**config.mk**
```make
export PLATFORM = sky130hd
export DESIGN_NAME = writeback_unit
export DESIGN_NICKNAME = d
export VERILOG_FILES = /design/src/rtl/writeback_unit_pkg.sv /design/src/rtl/writeback_unit_load_align.sv /design/src/rtl/writeback_unit.sv
export SDC_FILE = /design/constraint.sdc
export NUM_CORES = 1
export LEC_CHECK = 0
export CORE_UTILIZATION = 49
export CTS_CLUSTER_SIZE = 14
export DETAILED_ROUTE_END_ITERATION = 8
export PLACE_DENSITY = 0.89
export SLEW_MARGIN = 15
export SYNTH_ARGS = -nofsm -noshare
export SYNTH_HDL_FRONTEND = slang
export SYNTH_SLANG_ARGS = --single-unit
export TNS_END_PERCENT = 10
```
**constraint.sdc**
```tcl
create_clock -name clk -period 5.6 [get_ports clk]
set_input_delay 0.56 -clock clk [delete_from_list [all_inputs] [get_ports clk]]
set_output_delay 0.56 -clock clk [all_outputs]
set_load 0.01 [all_outputs]
```
**src/rtl/writeback_unit_pkg.sv**
```systemverilog
// rtl/writeback_unit_pkg.sv - shared instruction-class and load funct3 codes for write-back
package writeback_unit_pkg;

  localparam logic [4:0] RTYPE  = 5'd0;
  localparam logic [4:0] ITYPE  = 5'd1;
  localparam logic [4:0] STYPE  = 5'd2;
  localparam logic [4:0] BTYPE  = 5'd3;
  localparam logic [4:0] LTYPE  = 5'd4;
  localparam logic [4:0] UTYPE  = 5'd5;
  localparam logic [4:0] JTYPE  = 5'd6;
  localparam logic [4:0] JRTYPE = 5'd7;

  localparam logic [2:0] F3_LB  = 3'd0;
  localparam logic [2:0] F3_LH  = 3'd1;
  localparam logic [2:0] F3_LW  = 3'd2;
  localparam logic [2:0] F3_LBU = 3'd4;
  localparam logic [2:0] F3_LHU = 3'd5;

endpackage

```
**src/rtl/writeback_unit_load_align.sv**
```systemverilog
// rtl/writeback_unit_load_align.sv - load lane select, sign/zero extension and alignment check
module writeback_unit_load_align
  import writeback_unit_pkg::*;
(
  input  logic [31:0] i_rdata,
  input  logic [1:0]  i_addr,
  input  logic [2:0]  i_funct3,
  output logic [31:0] o_data,
  output logic        o_misaligned
);

  logic [7:0]  w_byte;
  logic [15:0] w_half;

  always_comb begin
    w_byte = i_rdata[7:0];
    case (i_addr)
      2'd0: w_byte = i_rdata[7:0];
      2'd1: w_byte = i_rdata[15:8];
      2'd2: w_byte = i_rdata[23:16];
      2'd3: w_byte = i_rdata[31:24];
      default: w_byte = i_rdata[7:0];
    endcase
  end

  assign w_half = i_addr[1] ? i_rdata[31:16] : i_rdata[15:0];

  // Unsupported funct3 codes are reported the same way as a misaligned access.
  always_comb begin
    o_data       = 32'h0;
    o_misaligned = 1'b0;
    case (i_funct3)
      F3_LB:  o_data = {{24{w_byte[7]}}, w_byte};
      F3_LBU: o_data = {24'h0, w_byte};
      F3_LH: begin
        o_data       = {{16{w_half[15]}}, w_half};
        o_misaligned = i_addr[0];
      end
      F3_LHU: begin
        o_data       = {16'h0, w_half};
        o_misaligned = i_addr[0];
      end
      F3_LW: begin
        o_data       = i_rdata;
        o_misaligned = |i_addr;
      end
      default: o_misaligned = 1'b1;
    endcase
  end

endmodule

```
**src/rtl/writeback_unit.sv**
```systemverilog
// rtl/writeback_unit.sv - final pipeline stage: write-back value select, load access, completion
module writeback_unit
  import writeback_unit_pkg::*;
#(
  parameter logic [2:0] WB_STAGE    = 3'd4,
  parameter int          MEM_TIMEOUT = 16
) (
  input  logic        clk,
  input  logic        reset,
  input  logic [2:0]  stage_i,
  input  logic [4:0]  itype_i,
  input  logic [31:0] ir_i,
  input  logic [31:0] alu_i,
  input  logic [31:0] pc_i,
  input  logic [31:0] mem_rdata_i,
  input  logic        mem_ack_i,
  output logic        mem_req_o,
  output logic [31:0] mem_addr_o,
  output logic [31:0] wd_o,
  output logic        wd_q_o,
  output logic [4:0]  wd_rd_o,
  output logic        done_o,
  output logic        err_o
);

  localparam int CW = $clog2(MEM_TIMEOUT);
  localparam logic [CW-1:0] TMO_LAST = CW'(MEM_TIMEOUT - 1);

  typedef enum logic [1:0] {ST_IDLE, ST_MEM, ST_WRITE, ST_DONE} wb_state_t;

  wb_state_t     r_state, w_state_nxt;
  logic [CW-1:0] r_cnt, w_cnt_nxt;
  logic          r_arm;
  logic [4:0]    r_dst;
  logic [2:0]    r_f3;
  logic [31:0]   r_alu;
  logic [31:0]   r_wd;
  logic [4:0]    r_wd_rd;
  logic          r_wdq;
  logic          r_err;

  logic          w_start;
  logic          w_err_nxt;
  logic          w_wr_en;
  logic [31:0]   w_wr_data;
  logic [4:0]    w_wr_rd;
  logic [1:0]    w_al_addr;
  logic [2:0]    w_al_f3;
  logic [31:0]   w_load_data;
  logic          w_misaligned;
  logic          w_unused_opcode;

  assign w_unused_opcode = ^ir_i[6:0];
  assign w_start = (r_state == ST_IDLE) && r_arm && (stage_i == WB_STAGE);

  // The alignment check looks at the live inputs at start; the data path uses the latched copy.
  assign w_al_addr = (r_state == ST_IDLE) ? alu_i[1:0]   : r_alu[1:0];
  assign w_al_f3   = (r_state == ST_IDLE) ? ir_i[14:12]  : r_f3;

  writeback_unit_load_align u_load_align (
    .i_rdata      (mem_rdata_i),
    .i_addr       (w_al_addr),
    .i_funct3     (w_al_f3),
    .o_data       (w_load_data),
    .o_misaligned (w_misaligned)
  );

  always_comb begin
    w_state_nxt = r_state;
    w_cnt_nxt   = r_cnt;
    w_err_nxt   = 1'b0;
    w_wr_en     = 1'b0;
    w_wr_data   = 32'h0;
    w_wr_rd     = 5'd0;
    case (r_state)
      ST_IDLE: begin
        if (w_start) begin
          w_cnt_nxt = '0;
          w_wr_rd   = ir_i[11:7];
          case (itype_i)
            RTYPE, ITYPE: begin
              w_state_nxt = ST_WRITE;
              w_wr_en     = 1'b1;
              w_wr_data   = alu_i;
            end
            UTYPE: begin
              w_state_nxt = ST_WRITE;
              w_wr_en     = 1'b1;
              w_wr_data   = {ir_i[31:12], 12'h0};
            end
            JTYPE, JRTYPE: begin
              w_state_nxt = ST_WRITE;
              w_wr_en     = 1'b1;
              w_wr_data   = pc_i + 32'd4;
            end
            LTYPE: begin
              if (w_misaligned) begin
                w_state_nxt = ST_DONE;
                w_err_nxt   = 1'b1;
              end else begin
                w_state_nxt = ST_MEM;
              end
            end
            default: w_state_nxt = ST_DONE;
          endcase
        end
      end
      ST_MEM: begin
        // An ack on the last permitted cycle still wins over the timeout.
        if (mem_ack_i) begin
          w_state_nxt = ST_WRITE;
          w_wr_en     = 1'b1;
          w_wr_data   = w_load_data;
          w_wr_rd     = r_dst;
        end else if (r_cnt == TMO_LAST) begin
          w_state_nxt = ST_DONE;
          w_err_nxt   = 1'b1;
        end else begin
          w_cnt_nxt = r_cnt + CW'(1);
        end
      end
      ST_WRITE: w_state_nxt = ST_DONE;
      ST_DONE:  w_state_nxt = ST_IDLE;
      default:  w_state_nxt = ST_IDLE;
    endcase
  end

  always_ff @(posedge clk or negedge reset) begin
    if (!reset) begin
      r_state <= ST_IDLE;
      r_cnt   <= '0;
      r_arm   <= 1'b1;
      r_dst   <= 5'd0;
      r_f3    <= 3'd0;
      r_alu   <= 32'h0;
      r_wd    <= 32'h0;
      r_wd_rd <= 5'd0;
      r_wdq   <= 1'b0;
      r_err   <= 1'b0;
    end else begin
      r_state <= w_state_nxt;
      r_cnt   <= w_cnt_nxt;
      r_err   <= w_err_nxt;
      r_wdq   <= w_wr_en && (w_wr_rd != 5'd0);
      if (w_wr_en && (w_wr_rd != 5'd0)) begin
        r_wd    <= w_wr_data;
        r_wd_rd <= w_wr_rd;
      end
      if (w_start) begin
        r_dst <= ir_i[11:7];
        r_f3  <= ir_i[14:12];
        r_alu <= alu_i;
      end
      if (w_start) begin
        r_arm <= 1'b0;
      end else if (stage_i != WB_STAGE) begin
        r_arm <= 1'b1;
      end
    end
  end

  assign mem_req_o  = (r_state == ST_MEM);
  assign mem_addr_o = mem_req_o ? {r_alu[31:2], 2'b00} : 32'h0;
  assign wd_o       = r_wd;
  assign wd_rd_o    = r_wd_rd;
  assign wd_q_o     = r_wdq;
  assign done_o     = (r_state == ST_DONE);
  assign err_o      = r_err;

endmodule

```
==> qor.txt <==
DRT Pass-1 Iters: 9
Setup CP Type: in2reg
Final wirelength: 20800 um
Die area: 11900 um2
Post-route DRC violation count: 5
Layout area overhead: 41.5%
Total of max-cap violations: 0
Peak supply drop: 0.269 mV
Row Count: 38
Detail Placement HPWL: 15100 um
CTS tree: yes
Clk sinks: 86
CP Capture Type: flop
First-pass GRT wire length: 32000 um
Status: finished with violations
Vias: 6045
Count of input and output buffers: 202
Most frequent cells in the layout: clkdlybuf4s50_1 (201), nand2_1 (155), dfrtp_1 (85)
CTS root buf: clkbuf_16
Main synth FF type: dfrtp_1
Final Hold Viols: 0
Relative slew slack: 0.347
Pwr/cell area: 416 nW/um2
Post-synth EDFFs: 0
Most common cell after layout, fill and taps aside: clkdlybuf4s50_1
Die X: 109 um
Post-CTS Setup Bufs: 0
H-tree depth: 3
Clock slew at reported path FFs: 0.07 ns
Worst Path Max Fanout: 56
Initial antenna violation count: 0
Achievable Freq: 0.301 GHz
Starting Density: 0.510
GR Overflow Total: 0
Skew final: 0.00998 ns
Final setup viols: 0
Detail-routed via count per cell: 6.28
Vias in the first global route: 6052
Ys async rst share: 1.00
# IOs: 212
Multi-input gate area: 3220 um2
#FFs+latches synth: 86
Avg Inst Size Synth: 8.75 um2
Hold WS: 0.244 ns
Sequential Area: 2150 um2
Die height: 109 um
Setup total negative slack: 0 ns
Crit path DAT: 3.55 ns
Core Footprint: 11000 um2
Pint: 2050 uW
Overall power: 3310 uW
Fill cells: 819
YS warnings: 0
CTS Buf Count: 9
Sequential share of power: 0.322
Final Slew Violations: 0
Sequential-to-total area share from yosys stat: 0.383
WL per Instance: 21.6 um
Placer Congestion: 0.884
Ant diodes: 0
Clk_lat worst skew: 0.35 ns
Critical Path RT: 5.83 ns
RSZ-0062 raised after global routing: no
Leak: 0.00329 uW
Nets: 962
Worst-Margin Slew: 0.980 ns
Synth Cell Area: 5630 um2
Total Routing Usage GR: 0.360
Resized cells post-CTS: 0
Fin crit share: 0.594
Largest net degree at the start of global routing: 87
DR iter-0 viols: 595
Final ANT Viol Nets: 0
Synth cell types: 67
Cts hold-fix bufs: 0
Comb pwr share: 0.487
Failing checks: DRC
CP Launch Type: input pin
Power share of the clock group: 0.191
Longest Clk Path Bufs: 2
Switching share of power: 0.381
Tmin final: 3.33 ns
Psw: 1260 uW
Hold Crit Class: in2async
Layout cell share with drive strength beyond 1: 0.0620
Mapped Cells: 643
-- through the flow --
step / instances / worst slack (ns) / instance area [um2] / utilization
global route: 962 / 2.07 / 7960 / 0.722
CTS: 962 / 2.29 / 7960 / 0.721
detailed placement: 946 / 1.94 / 7650 / 0.694
finish: 962 / 2.27 / 7960 / 0.722
global placement: 946 / 2.06 / 7650 / 0.694
floorplan: 644 / 3.19 / 5630 / -
-- sequential cells by signal, indices dropped and copies added (netlist names) --
name / flops
r_dst: 5
err_o: 1
r_alu: 32
r_arm: 1
r_state: 2
r_cnt: 4
wd_q_o: 1
r_f3: 3
wd_rd_o: 5
wd_o: 32
-- cell type report --
| type | count | area share |
|---|---|---|
| clock inverter | 7 | 0.00974 |
| tap | 140 | 0.0220 |
| inverter | 11 | 0.00519 |
| sequential | 86 | 0.270 |
| timing repair buffer | 208 | 0.260 |
| multi-input combinational | 501 | 0.405 |
| clock buffer | 9 | 0.0283 |
-- cell families (layout without fill, tap and decap cells) --
group / Yosys count / count (layout) / synth area share
buf+inv: 57 / 235 / 0.0503
mux: 11 / 11 / 0.0351
flops: 86 / 86 / 0.383
xor+xnor: 28 / 28 / 0.0436
other cells: 1 / 2 / 0.000667
compound gates: 150 / 150 / 0.220
fa+ha+maj: 6 / 6 / 0.0133
simple gates: 304 / 304 / 0.255
-- synth_stat cells (all sizes together) (2+ instances only) --
library cell	n	area share
nand4	14	0.016
o2bb2ai	2	0.0031
a221oi	7	0.011
or4	2	0.0027
mux4	7	0.028
or3b	2	0.0031
inv	11	0.0073
dfrtp	85	0.38
o32a	3	0.0053
and2	35	0.039
a211o	3	0.0047
o32ai	2	0.0058
buf	25	0.028
a211oi	3	0.0049
and3	8	0.0089
xnor2	12	0.019
o22a	11	0.017
ha	6	0.013
nand2	155	0.10
or2	2	0.0027
a21o	4	0.0053
o221ai	12	0.020
nand2b	3	0.0033
mux2i	4	0.0071
o21ai	21	0.021
a21boi	4	0.0053
a2bb2oi	5	0.0078
nor4bb	2	0.0036
xor2	16	0.025
a22oi	25	0.033
a221o	7	0.012
nor3	12	0.012
clkbuf	21	0.014
nor4b	2	0.0031
nor4	5	0.0056
a222oi	14	0.025
nor2	36	0.025
nand3	18	0.016
or3	2	0.0022
a21oi	13	0.014
nor3b	2	0.0027
a22o	7	0.011
-- worst max-delay path, stage by stage --
cell and delay [ns]:
clkdlybuf4s50_1 0.45, nor3b_1 0.33, nand3_2 0.11, buf_4 0.34, o31a_2 0.67, inv_2 0.49
o21ai_4 0.18, o32a_1 0.39
-- power groups by stage --
stage / sequential (uW) / clock, uW / combinational, uW
floorplan: 1070 / 0 / 913
global placement: 1050 / 0 / 1550
detailed placement: 1070 / 0 / 1600
CTS: 1060 / 633 / 1610
global route: 1090 / 651 / 1770
finish: 1070 / 632 / 1610
-- routing by layer --
| layer | vias to the layer above | wire [um] | track usage |
|---|---|---|---|
| met4 | 0 | 815 | 0.156 |
| met1 | 2918 | 7850 | 0.436 |
| li1 | 2692 | - | - |
| met3 | 67 | 2120 | 0.0861 |
| met2 | 368 | 10000 | 0.609 |
| met5 | - | 0 | 0 |
-- worst paths after layout --
check                           startpoint   endpoint  slack, ns  depth (start not counted)
min in group clk                 r_alu[30]  r_alu[30]       0.47                          2
max in group asynchronous            reset    wd_o[3]       4.76                          1
worst min-delay path                 reset   r_alu[6]       0.24                          1
worst min register to register   r_alu[30]  r_alu[30]       0.47                          2
worst max register to register  r_state[0]   wd_o[25]       2.53                          9
worst max-delay path            stage_i[2]   wd_o[22]       2.27                          8
Power figures use the tool's default switching activity.
